### src/rtl/aec_sched.sv
// Round-robin scheduler sharing one AEC among NREQ requesters: buffer, burst, wait, respond.
// Define AEC_SCHED_STATS_EN to add saturating response counters stat_done / stat_err.
module aec_sched #(
  parameter int NREQ    = 4,
  parameter int IDW     = 2,
  parameter int MAX_LEN = 16,
  parameter int TIMEOUT = 255
) (
  input  logic            clk,
  input  logic            rst,
  input  logic [NREQ-1:0] req,
  output logic [NREQ-1:0] gnt,
  input  logic [7:0]      in_char,
  input  logic            in_valid,
  output logic            in_ready,
  output logic [7:0]      aec_ascii,
  output logic            aec_ready,
  input  logic            aec_valid,
  input  logic [6:0]      aec_result,
  output logic            resp_valid,
  input  logic            resp_ready,
  output logic [IDW-1:0]  resp_id,
  output logic [6:0]      resp_result,
  output logic [1:0]      resp_err,
  output logic            busy
`ifdef AEC_SCHED_STATS_EN
  ,
  output logic [15:0]     stat_done,
  output logic [15:0]     stat_err
`endif
);

  localparam int CW = $clog2(MAX_LEN + 1);
  localparam int TW = $clog2(TIMEOUT + 1);
  localparam int AW = (MAX_LEN > 1) ? $clog2(MAX_LEN) : 1;

  typedef enum logic [2:0] {S_IDLE, S_ARB, S_LOAD, S_SEND, S_WAIT, S_RESP, S_GAP} state_t;

  state_t          state_q, state_d;
  logic [NREQ-1:0] gnt_q, gnt_d;
  logic            in_ready_q, in_ready_d;
  logic [7:0]      aec_ascii_q, aec_ascii_d;
  logic            aec_ready_q, aec_ready_d;
  logic            resp_valid_q, resp_valid_d;
  logic [IDW-1:0]  resp_id_q, resp_id_d;
  logic [6:0]      resp_result_q, resp_result_d;
  logic [1:0]      resp_err_q, resp_err_d;
  logic            busy_q, busy_d;
  logic [CW-1:0]   cnt_q, cnt_d;
  logic [CW-1:0]   send_idx_q, send_idx_d;
  logic            ovf_q, ovf_d;
  logic [TW-1:0]   timer_q, timer_d;
  logic [IDW-1:0]  rr_q, rr_d;
  logic [7:0]      buf_q [MAX_LEN];

  logic            arb_found;
  logic [IDW-1:0]  arb_idx;
  logic            last_ovf;
  logic            buf_we;
  logic [AW-1:0]   wr_idx;
  logic [AW-1:0]   rd_idx;

  assign wr_idx = cnt_q[AW-1:0];
  assign rd_idx = send_idx_q[AW-1:0];

  // Round-robin pick: first set req at or above rr_q, else first set req from 0.
  always_comb begin
    arb_found = 1'b0;
    arb_idx   = '0;
    for (int k = 0; k < NREQ; k++) begin
      if (!arb_found && req[k] && (k >= int'(rr_q))) begin
        arb_found = 1'b1;
        arb_idx   = IDW'(k);
      end else begin
        arb_found = arb_found;
      end
    end
    for (int k = 0; k < NREQ; k++) begin
      if (!arb_found && req[k]) begin
        arb_found = 1'b1;
        arb_idx   = IDW'(k);
      end else begin
        arb_found = arb_found;
      end
    end
  end

  // Next-state and next-output logic for the whole scheduler.
  always_comb begin
    state_d       = state_q;
    gnt_d         = gnt_q;
    in_ready_d    = in_ready_q;
    aec_ascii_d   = aec_ascii_q;
    aec_ready_d   = aec_ready_q;
    resp_valid_d  = resp_valid_q;
    resp_id_d     = resp_id_q;
    resp_result_d = resp_result_q;
    resp_err_d    = resp_err_q;
    cnt_d         = cnt_q;
    send_idx_d    = send_idx_q;
    ovf_d         = ovf_q;
    timer_d       = timer_q;
    rr_d          = rr_q;
    buf_we        = 1'b0;
    last_ovf      = ovf_q || (cnt_q == CW'(MAX_LEN));
    case (state_q)
      S_IDLE: begin
        if (|req) state_d = S_ARB;
        else      state_d = S_IDLE;
      end
      S_ARB: begin
        if (arb_found) begin
          state_d    = S_LOAD;
          gnt_d      = {{(NREQ-1){1'b0}}, 1'b1} << arb_idx;
          in_ready_d = 1'b1;
          resp_id_d  = arb_idx;
          cnt_d      = '0;
          ovf_d      = 1'b0;
          if (arb_idx == IDW'(NREQ - 1)) rr_d = '0;
          else                           rr_d = arb_idx + 1'b1;
        end else begin
          state_d = S_IDLE;
        end
      end
      S_LOAD: begin
        if (in_valid && in_ready_q) begin
          if (in_char == 8'h3D) begin
            in_ready_d = 1'b0;
            if (last_ovf) begin
              state_d       = S_RESP;
              resp_valid_d  = 1'b1;
              resp_err_d    = 2'd1;
              resp_result_d = 7'd0;
            end else begin
              buf_we      = 1'b1;
              cnt_d       = cnt_q + 1'b1;
              state_d     = S_SEND;
              aec_ready_d = 1'b1;
              // The first character may be the '=' being written on this very edge.
              aec_ascii_d = (cnt_q == '0) ? in_char : buf_q[0];
              send_idx_d  = CW'(1);
            end
          end else if (last_ovf) begin
            ovf_d = 1'b1;
          end else begin
            buf_we = 1'b1;
            cnt_d  = cnt_q + 1'b1;
          end
        end else begin
          ovf_d = ovf_q;
        end
      end
      S_SEND: begin
        if (send_idx_q == cnt_q) begin
          state_d     = S_WAIT;
          aec_ready_d = 1'b0;
          aec_ascii_d = 8'h00;
          timer_d     = '0;
        end else begin
          aec_ascii_d = buf_q[rd_idx];
          send_idx_d  = send_idx_q + 1'b1;
        end
      end
      S_WAIT: begin
        if (aec_valid) begin
          state_d       = S_RESP;
          resp_valid_d  = 1'b1;
          resp_result_d = aec_result;
          resp_err_d    = 2'd0;
        end else if (timer_q == TW'(TIMEOUT - 1)) begin
          state_d       = S_RESP;
          resp_valid_d  = 1'b1;
          resp_result_d = 7'd0;
          resp_err_d    = 2'd2;
        end else begin
          timer_d = timer_q + 1'b1;
        end
      end
      S_RESP: begin
        if (resp_ready) begin
          state_d      = S_GAP;
          resp_valid_d = 1'b0;
          gnt_d        = '0;
          cnt_d        = '0;
          ovf_d        = 1'b0;
        end else begin
          state_d = S_RESP;
        end
      end
      S_GAP: begin
        if (|req) state_d = S_ARB;
        else      state_d = S_IDLE;
      end
      default: state_d = S_IDLE;
    endcase
    busy_d = (state_d != S_IDLE);
  end

  // Control and output registers with synchronous active-low reset.
  always_ff @(posedge clk) begin
    if (!rst) begin
      state_q       <= S_IDLE;
      gnt_q         <= '0;
      in_ready_q    <= 1'b0;
      aec_ascii_q   <= 8'h00;
      aec_ready_q   <= 1'b0;
      resp_valid_q  <= 1'b0;
      resp_id_q     <= '0;
      resp_result_q <= 7'd0;
      resp_err_q    <= 2'd0;
      busy_q        <= 1'b0;
      cnt_q         <= '0;
      send_idx_q    <= '0;
      ovf_q         <= 1'b0;
      timer_q       <= '0;
      rr_q          <= '0;
    end else begin
      state_q       <= state_d;
      gnt_q         <= gnt_d;
      in_ready_q    <= in_ready_d;
      aec_ascii_q   <= aec_ascii_d;
      aec_ready_q   <= aec_ready_d;
      resp_valid_q  <= resp_valid_d;
      resp_id_q     <= resp_id_d;
      resp_result_q <= resp_result_d;
      resp_err_q    <= resp_err_d;
      busy_q        <= busy_d;
      cnt_q         <= cnt_d;
      send_idx_q    <= send_idx_d;
      ovf_q         <= ovf_d;
      timer_q       <= timer_d;
      rr_q          <= rr_d;
    end
  end

  // Expression buffer; contents are only meaningful below cnt_q.
  always_ff @(posedge clk) begin
    if (buf_we) buf_q[wr_idx] <= in_char;
  end

  assign gnt         = gnt_q;
  assign in_ready    = in_ready_q;
  assign aec_ascii   = aec_ascii_q;
  assign aec_ready   = aec_ready_q;
  assign resp_valid  = resp_valid_q;
  assign resp_id     = resp_id_q;
  assign resp_result = resp_result_q;
  assign resp_err    = resp_err_q;
  assign busy        = busy_q;

`ifdef AEC_SCHED_STATS_EN
  logic [15:0] stat_done_q, stat_done_d;
  logic [15:0] stat_err_q, stat_err_d;

  // Saturating counters bumped on the response handshake.
  always_comb begin
    stat_done_d = stat_done_q;
    stat_err_d  = stat_err_q;
    if (resp_valid_q && resp_ready) begin
      if (resp_err_q == 2'd0) begin
        if (stat_done_q != 16'hFFFF) stat_done_d = stat_done_q + 16'd1;
        else                         stat_done_d = stat_done_q;
      end else begin
        if (stat_err_q != 16'hFFFF) stat_err_d = stat_err_q + 16'd1;
        else                        stat_err_d = stat_err_q;
      end
    end else begin
      stat_done_d = stat_done_q;
    end
  end

  // Statistics registers.
  always_ff @(posedge clk) begin
    if (!rst) begin
      stat_done_q <= 16'd0;
      stat_err_q  <= 16'd0;
    end else begin
      stat_done_q <= stat_done_d;
      stat_err_q  <= stat_err_d;
    end
  end

  assign stat_done = stat_done_q;
  assign stat_err  = stat_err_q;
`endif

endmodule

### config.mk
export PLATFORM = sky130hd
export DESIGN_NAME = aec_sched
export DESIGN_NICKNAME = d
export VERILOG_FILES = /design/src/rtl/aec_sched.sv
export SDC_FILE = /design/constraint.sdc
export NUM_CORES = 1
export LEC_CHECK = 0
export ABC_AREA = 1
export CAP_MARGIN = 30
export CORE_ASPECT_RATIO = 1.1
export CORE_MARGIN = 2
export CORE_UTILIZATION = 25
export CTS_CLUSTER_SIZE = 28
export DETAILED_ROUTE_END_ITERATION = 10
export PLACE_DENSITY = 0.52
export SLEW_MARGIN = 20
export SYNTH_ARGS = -nofsm -noshare
export SYNTH_HDL_FRONTEND = slang
export SYNTH_SLANG_ARGS = --single-unit
### constraint.sdc
create_clock -name clk -period 5.14 [get_ports clk]
set_clock_uncertainty 0.1 [all_clocks]
set_input_delay 0.514 -clock clk [delete_from_list [all_inputs] [get_ports clk]]
set_output_delay 0.514 -clock clk [all_outputs]
set_load 0.05 [all_outputs]
==> run_results.csv, run 1 <==
group,metric,value,unit
route,viasPerCell,4.256,
floorplan,io_pins,51,
worst_setup_path,start_kind,"flip-flop",
logic_synthesis,synth-seq-area-share,57.27,%
floorplan,coreArea,34110,sq um
worst_setup_path,end_kind,"flip-flop",
grt,grt_pass1_vias,6251,
clock_tree,ctsResizeCount,0,
power,total_power,0.004083,W
logic_synthesis,syn-cell-area,8635,sq um
clock_tree,cts_setup_buffers,0,
logic_synthesis,ys_ff_latch,183,
outcome,status,"complete, no violations",
floorplan,fp.dieArea,36040,sq um
worst_setup_path,r2r_start,"state_q[0]",
timing,setup_ws,2323,ps
place,dp_slack,2327,ps
place,io_buffers,50,
clock_tree,holdBufCountCts,0,
floorplan,die_h,198.9,microns
layout,area_growth,18.01,%
logic_synthesis,syn_inst,1019,
clock_tree,clk_pin_slew,70,ps
floorplan,die_w,181.2,microns
worst_setup_path,crit_type,"reg -> reg",
layout,layout.nets,1098,
timing,whs,381.9,ps
place,dpl.hpwl,13970,microns
logic_synthesis,yosys_warnings,0,
route,wl_per_cell,13.97,microns
floorplan,start_util,25.31,%
worst_setup_path,startpoint,"state_q[0]",
clock_tree,htreeDepth,4,
power,p_sw_share,35.37,%
timing,tightest_slew,821.2,ps
timing,hold_violations,0,
worst_setup_path,cp.required,5400,ps
power,power_density,400.7,nW/um^2
power,comb_power_share,26.1,%
grt,grt_max_degree,65,
logic_synthesis,synth_nets,1054,
grt,grt_use_total,12.34,%
route,ant_nets,0,
worst_setup_path,endpoint,"aec_ascii[4]",
floorplan,num_rows,71,
worst_setup_path,cp.arrival,3070,ps
logic_synthesis,synth_edf_count,128,
hold_path,min-delay-path-class,"reg -> reg",
worst_setup_path,r2r_cells,6,
worst_setup_path,r2r_slack,2320,ps
timing,rsz0062_at_grt,"no",
worst_setup_path,r2r_end,"aec_ascii[4]",
logic_synthesis,synth_area_per_cell,8.474,sq um
place,placed_cell_area,9613,sq um
power,switching_power,0.001444,W
worst_setup_path,path_max_fanout,20,
timing,relSlewSlack,45.05,%
grt,grt_pass1_wl,34560,microns
timing,drv_slew,0,
layout,final_common_cell,"nand2_1",
logic_synthesis,ys.flop_type,"edfxtp_1",
clock_tree,insertion_delay,440,ps
grt,grt_overflow,0,
logic_synthesis,synthArstFlopShare,0,%
timing,fin_tns_setup,0,ps
clock_tree,numCtsBuffers,17,
layout,fin_area,10190,sq um
power,seqPwrFrac,42.6,%
layout,antenna_cells,0,
route,wirelength,21160,microns
power,p_clk_share,31.3,%
timing,finalCriticalPeriod,2817,ps
power,power.internal,0.002638,W
clock_tree,cts_buffer_depth,2,
route,drcViolationCount,0,
route,drt_iter0_drc,499,
run,max_cap_violations,0,
logic_synthesis,synth_cell_types,28,
power,peakVddDrop,0.2657,mV
timing,max_freq,355.0,MHz
route,num_vias,6443,
place,place_congestion,0.7858,
layout,layout_common_cells,"nand2_1, inv_1, nand3_1",
clock_tree,cts_tree,"built",
grt,antenna_found_initial,0,
clock_tree,clock-sinks,183,
timing,period_share,54.81,%
clock_tree,cts-root-buf,"clkbuf_16",
power,leakagePower,4.108,nW
route,firstDrtPassIters,5,
timing,finalSetupViolations,0,
layout,drive_gt1_share,6.134,%
==> state kept, by name, indices dropped and copies added (netlist names), 3 cells and up, named ones only <==
register	count
state_q	3
aec_ascii	8
cnt_q	5
resp_result	7
send_idx_q	5
buf_q	128
gnt	4
timer_q	8
==> power groups by stage <==
stage	clock network [W]	registers (W)	logic, W
detailed placement	0	0.00177	0.00106
floorplan	0	0.00196	0.000569
global placement	0	0.00177	0.00107
global route	0.00138	0.00176	0.00120
CTS	0.00131	0.00174	0.00107
finish	0.00128	0.00174	0.00106
==> critical path, stage by stage (launching register included) <==
cell	delay (ps)
dfxtp_1	500
inv_1	110
nor2_1	650
nand2_1	700
inv_1	440
nand2_1	100
a21oi_1	150
==> through the flow <==
stage	utilization, %	std cells
2_1_floorplan	-	1019
3_3_place_gp	28.17	1482
3_5_place_dp	28.18	1482
4_1_cts	29.87	1514
5_1_grt	29.87	1514
6_report	29.87	1514
==> metal layers <==
| layer | global-route usage [%] | share of wire (%) | up-vias |
|---|---|---|---|
| met1 | 16.60 | 48 | 2930 |
| met5 | 0 | 0 | - |
| met2 | 19.97 | 45 | 147 |
| li1 | - | - | 3347 |
| met3 | 2.545 | 5.4 | 19 |
| met4 | 3.764 | 1.4 | 0 |
==> cell usage after synthesis, types with 2 or more instances <==
cell | n | area (sq um)
xnor2_1 | 5 | 43.79
a21oi_1 | 42 | 210.2
nand3_1 | 129 | 645.6
ha_1 | 11 | 137.6
buf_1 | 4 | 15.01
nand2_2 | 2 | 12.51
xor2_1 | 5 | 43.79
nor2_1 | 88 | 330.3
or2_2 | 2 | 12.51
buf_4 | 4 | 30.03
buf_2 | 11 | 55.05
nand4_1 | 14 | 87.58
o21ai_0 | 15 | 75.07
o211ai_1 | 3 | 22.52
nand3_2 | 3 | 30.03
nand2_1 | 316 | 1186
nor2_4 | 4 | 45.04
clkbuf_1 | 19 | 71.32
nor3_1 | 2 | 10.01
inv_2 | 6 | 22.52
dfxtp_1 | 55 | 1101
edfxtp_1 | 128 | 3844
inv_1 | 146 | 548.0
==> logic make-up after synthesis <==
logic type / count (synthesis) / share of synthesized area (%)
flip-flops: 183 / 57.27
adder cells (fa/ha/maj): 11 / 1.594
XOR/XNOR: 10 / 1.014
AO/OA/AOI/OAI: 63 / 4.028
AND/OR/NAND/NOR: 561 / 27.46
buffers and inverters: 191 / 8.636
==> worst min-delay path by stage <==
stage                      startpoint           to  depth (start not counted)
after floorplan               rr_q[0]      rr_q[0]                          2
after global placement    resp_err[0]  resp_err[0]                          1
after detailed placement  resp_err[0]  resp_err[0]                          1
after CTS                 resp_err[0]  resp_err[0]                          1
after global routing      resp_err[0]  resp_err[0]                          1
final                     resp_err[0]  resp_err[0]                          1
==> cell type report <==
class                           count  area [sq um]
Multi-Input combinational cell    645          2944
Inverter                          153         576.8
Fill cell                        3606         23920
Tap cell                          438         548.0
Clock buffer                       17         425.4
Sequential cell                   183          4946
Clock inverter                     15         151.4
Timing Repair Buffer               63         598.1
No activity file was read; power rests on OpenSTA's default activity.
==> run 2, diff against run 1 <==
PLACE_DENSITY = 0.53   (was 0.52)
clock period = 2.5 ns   (was 5.14 ns; I/O delays follow)
==> run_results.csv, run 2 (synthesis gave the netlist of run 1 again) <==
group,metric,value,unit
clock_tree,htreeDepth,4,
power,p_sw_share,33.98,%
timing,finalSetupViolations,0,
layout,top_register,"buf_q",
layout,antenna_cells,0,
worst_setup_path,cp.arrival,2300,ps
place,place_congestion,0.8487,
route,wirelength,22200,microns
timing,fin_tns_setup,0,ps
timing,hold_violations,0,
timing,finalCriticalPeriod,2260,ps
worst_setup_path,max_stage_delay,450,ps
power,seqPwrFrac,41.3,%
route,drt_iter0_drc,507,
floorplan,fp.dieArea,36040,sq um
worst_setup_path,path_max_fanout,8,
floorplan,io_pins,51,
clock_tree,clk_pin_slew,70,ps
floorplan,coreArea,34110,sq um
timing,period_share,90.39,%
layout,largest_reg_flops,128,
worst_setup_path,crit_cells,8,
route,viasPerCell,4.324,
power,switching_power,0.002951,W
power,comb_power_share,25.7,%
grt,grt_max_degree,65,
power,power_density,830.1,nW/um^2
worst_setup_path,critical_path.top_delay_family,"simple AND/OR/NAND/NOR gates",
grt,antenna_found_initial,0,
timing,rsz0062_at_grt,"no",
floorplan,die_w,181.2,microns
outcome,status,"complete, no violations",
timing,drv_slew,0,
worst_setup_path,start_kind,"flip-flop",
worst_setup_path,crit_type,"reg -> reg",
floorplan,die_h,198.9,microns
power,peakVddDrop,0.6273,mV
route,wl_per_cell,14.39,microns
place,dpl.hpwl,15070,microns
power,power.internal,0.005733,W
hold_path,min-delay-path-class,"reg -> reg",
clock_tree,cts_buffer_depth,2,
worst_setup_path,path_buf_inv,2,
grt,grt_pass1_vias,6427,
hold_path,min_path_cells,2,
place,io_buffers,50,
worst_setup_path,cp.required,2540,ps
worst_setup_path,r2r_cells,8,
place,placed_cell_area,9841,sq um
route,ant_nets,0,
timing,relSlewSlack,53.25,%
worst_setup_path,cp_cell_sequence,"inv_1, ha_1, nand3_1, nand3_2, nor2_2, nand2_1, nor2_1, buf_4",
layout,area_growth,21.16,%
power,leakagePower,4.273,nW
clock_tree,insertion_delay,430,ps
route,firstDrtPassIters,4,
layout,fin_area,10460,sq um
route,drcViolationCount,0,
layout,layout_common_cells,"nand2_1, inv_1, nand3_1",
timing,max_freq,442.5,MHz
clock_tree,ctsResizeCount,0,
clock_tree,cts-root-buf,"clkbuf_16",
floorplan,num_rows,71,
layout,fill_cells,3623,
clock_tree,cts_tree,"built",
grt,grt_pass1_wl,35110,microns
grt,grt_use_total,12.60,%
clock_tree,cts_setup_buffers,0,
worst_setup_path,end_kind,"flip-flop",
grt,grt_overflow,0,
power,p_clk_share,33.0,%
floorplan,start_util,25.31,%
clock_tree,numCtsBuffers,17,
layout,layout.nets,1127,
layout,drive_gt1_share,8.597,%
clock_tree,clock-sinks,183,
worst_setup_path,critPathSlowestCell,"dfxtp_1",
clock_tree,holdBufCountCts,0,
layout,final_common_cell,"nand2_1",
run,max_cap_violations,0,
timing,tightest_slew,701.3,ps
route,num_vias,6672,
## run 2: cell count changes in the layout (fill, tap and decap cells not counted), moves of 2 or more
cell,previous run,this run
bufinv_16,0,3
buf_4,13,41
inv_8,4,2
clkinv_8,2,0
## run 2: tightest hold or removal path, cell delays in order, from the launching register on
cell	delay, ps
dfxtp_1	310
nand2_1	60
a21oi_1	50
## run 2: metal layers
metal | share of wire (%) | GRT usage [%] | routed length [microns] | vias up
met5 | 0 | 0 | 0 | -
met4 | 2.4 | 4.547 | 524 | 0
met3 | 5.3 | 2.819 | 1180 | 23
met2 | 44 | 20.32 | 9855 | 152
met1 | 48 | 16.60 | 10640 | 3089
li1 | - | - | - | 3408
## run 2: final cells by class
type                       instances  area [sq um]  share of cell area, %
clock buffer                      18         429.2                  4.102
timing repair buffer              92         828.3                  7.918
tap                              438         548.0                  5.239
multi-input combinational        645          2947                  28.17
clock inverter                    14         188.9                  1.806
inverter                         153         574.3                  5.490
sequential                       183          4946                  47.28
## run 2: per-stage QoR
step                      total power, W  worst slack [ps]  std cells  hold slack, ps  util [%]
final                           0.008684             240.3       1543           368.5     30.67
after detailed placement        0.005880             65.44       1511           359.8     28.85
after global placement          0.005888             25.26       1511           351.3     28.85
after floorplan                 0.005196             431.4       1019           248.9         -
after CTS                       0.008754             140.8       1543           371.4     30.66
after global routing            0.009161             60.12       1543           378.9     30.67
## run 2: power by group through the flow
stage,clock [W],sequential (W),combinational [W]
global placement,0,0.00366,0.00223
floorplan,0,0.00403,0.00117
detailed placement,0,0.00365,0.00223
finish,0.00286,0.00358,0.00224
global route,0.00305,0.00361,0.00250
CTS,0.00292,0.00358,0.00225
## run 2: final timing paths
| kind | from | endpoint | slack, ps |
|---|---|---|---|
| hold reg to reg | gnt[0] | gnt[0] | 370 |
| hold / removal | gnt[0] | gnt[0] | 370 |
| setup reg to reg | cnt_q[0] | buf_q[7][5] | 240 |
| setup / recovery | cnt_q[0] | buf_q[7][5] | 240 |
==> run 3, diff against run 2 <==
CORE_MARGIN = 3   (was 2)
CTS_CLUSTER_SIZE = default   (was 28)
==> run_results.csv, run 3 (synthesis gave the netlist of run 1 again) <==
group,metric,value,unit
outcome,status,"complete, no violations",
floorplan,fp.dieArea,36810,sq um
worst_setup_path,cp.required,2540,ps
power,power_density,826.6,nW/um^2
worst_setup_path,end_kind,"flip-flop",
power,leakagePower,4.235,nW
timing,relSlewSlack,43.70,%
floorplan,num_rows,70,
layout,fin_area,10380,sq um
clock_tree,cts_tree,"built",
clock_tree,cts_setup_buffers,0,
route,wirelength,23010,microns
clock_tree,insertion_delay,430,ps
power,total_power,0.008581,W
hold_path,min_path_cells,2,
layout,drive_gt1_share,8.098,%
worst_setup_path,r2r_slack,250,ps
timing,tightest_slew,843.5,ps
place,place_inst,1499,
timing,drv_slew,0,
clock_tree,clock-sinks,183,
hold_path,hp-start,"gnt[0]",
grt,antenna_found_initial,0,
timing,rsz0062_at_grt,"no",
floorplan,start_util,25.67,%
floorplan,coreArea,33630,sq um
grt,grt_overflow,0,
worst_setup_path,path_max_fanout,8,
layout,final_common_cell,"nand2_1",
timing,period_share,89.98,%
route,wl_per_cell,15.03,microns
clock_tree,numCtsBuffers,17,
clock_tree,holdBufCountCts,0,
layout,largest_reg_flops,128,
route,viasPerCell,4.328,
run,max_cap_violations,0,
place,place_congestion,0.8331,
layout,finalNonFillerCells,1531,
floorplan,io_pins,51,
worst_setup_path,cp.arrival,2290,ps
power,peakVddDrop,0.4829,mV
layout,area_growth,20.23,%
hold_path,min-delay-path-class,"reg -> reg",
grt,grt_use_total,12.64,%
timing,max_freq,444.5,MHz
route,drt_iter0_drc,567,
route,num_vias,6626,
layout,layout.nets,1121,
route,firstDrtPassIters,5,
timing,finalCriticalPeriod,2250,ps
place,dpl.hpwl,15540,microns
clock_tree,cts-root-buf,"clkbuf_16",
worst_setup_path,start_kind,"flip-flop",
grt,grt_max_degree,65,
place,io_buffers,50,
worst_setup_path,r2r_cells,8,
timing,hold_violations,0,
hold_path,holdPathEnd,"gnt[0]",
clock_tree,clk_pin_slew,70,ps
timing,fin_tns_setup,0,ps
worst_setup_path,r2r_end,"buf_q[7][2]",
layout,top_register,"buf_q",
grt,grt_pass1_wl,36500,microns
clock_tree,cts_buffer_depth,2,
layout,fill_cells,3566,
place,placed_cell_area,9788,sq um
layout,antenna_cells,0,
worst_setup_path,r2r_start,"cnt_q[0]",
route,drcViolationCount,0,
floorplan,die_w,183.2,microns
grt,grt_pass1_vias,6456,
clock_tree,ctsResizeCount,0,
worst_setup_path,crit_type,"reg -> reg",
layout,layout_common_cells,"nand2_1, inv_1, nand3_1",
route,ant_nets,0,
clock_tree,htreeDepth,4,
floorplan,die_h,200.9,microns
timing,finalSetupViolations,0,
run 3: cell types whose count changed in the layout (fill, tap and decap cells not counted):
cell	previous run	this run
buf_4	41	35
inv_6	4	7
clkinv_4	3	1
bufinv_16	3	2
clkbuf_1	1	0
clkinv_1	1	2
clkinv_2	0	1
inv_8	2	1
run 3: cell type report:
class	instances	area [sq um]	share of cell area [%]
Sequential cell	183	4946	47.64
Tap cell	432	540.5	5.207
Clock buffer	17	425.4	4.098
Multi-Input combinational cell	645	2947	28.38
Clock inverter	15	165.2	1.591
Timing Repair Buffer	86	783.3	7.545
Inverter	153	574.3	5.532
run 3: metal layers:
layer | routed length (microns) | track usage, %
met3 | 1166 | 3.190
met5 | 0 | 0
met2 | 10950 | 20.71
met1 | 10760 | 17.15
met4 | 133 | 2.150
run 3: power breakdown:
part	switching (W)	internal [W]	leakage, nW
Clock	0.00125	0.00150	0.285
Sequential	0.000156	0.00343	1.60
Combinational	0.00155	0.000691	2.35
run 3: worst max path at each step:
stage / start / to / slack, ps / depth (start not counted)
finish: cnt_q[0] / buf_q[7][2] / 250 / 8
detailed placement: in_char[5] / flip-flop / 110 / 9
global route: cnt_q[0] / buf_q[3][0] / 50 / 8
global placement: in_char[5] / aec_ascii[0] / 100 / 9
floorplan: cnt_q[0] / buf_q[0][0] / 430 / 7
CTS: cnt_q[0] / buf_q[10][0] / 150 / 8
run 3: worst max-delay path, cell delays in order, from the launching register on:
cell and delay (ps):
dfxtp_1 440, inv_1 130, ha_1 260, nand3_1 130
nand3_2 130, nor2_2 180, nand2_1 240, nor2_1 160
buf_4 200
run 3: stage by stage:
stage / hold WS, ps / util, % / setup slack, ps
2_1_floorplan: 248.9 / - / 431.4
3_3_place_gp: 347.4 / 29.10 / 96.16
3_5_place_dp: 360.4 / 29.10 / 105.6
4_1_cts: 362.8 / 30.86 / 154.3
5_1_grt: 403.2 / 30.87 / 52.45
6_report: 371.3 / 30.87 / 250.4
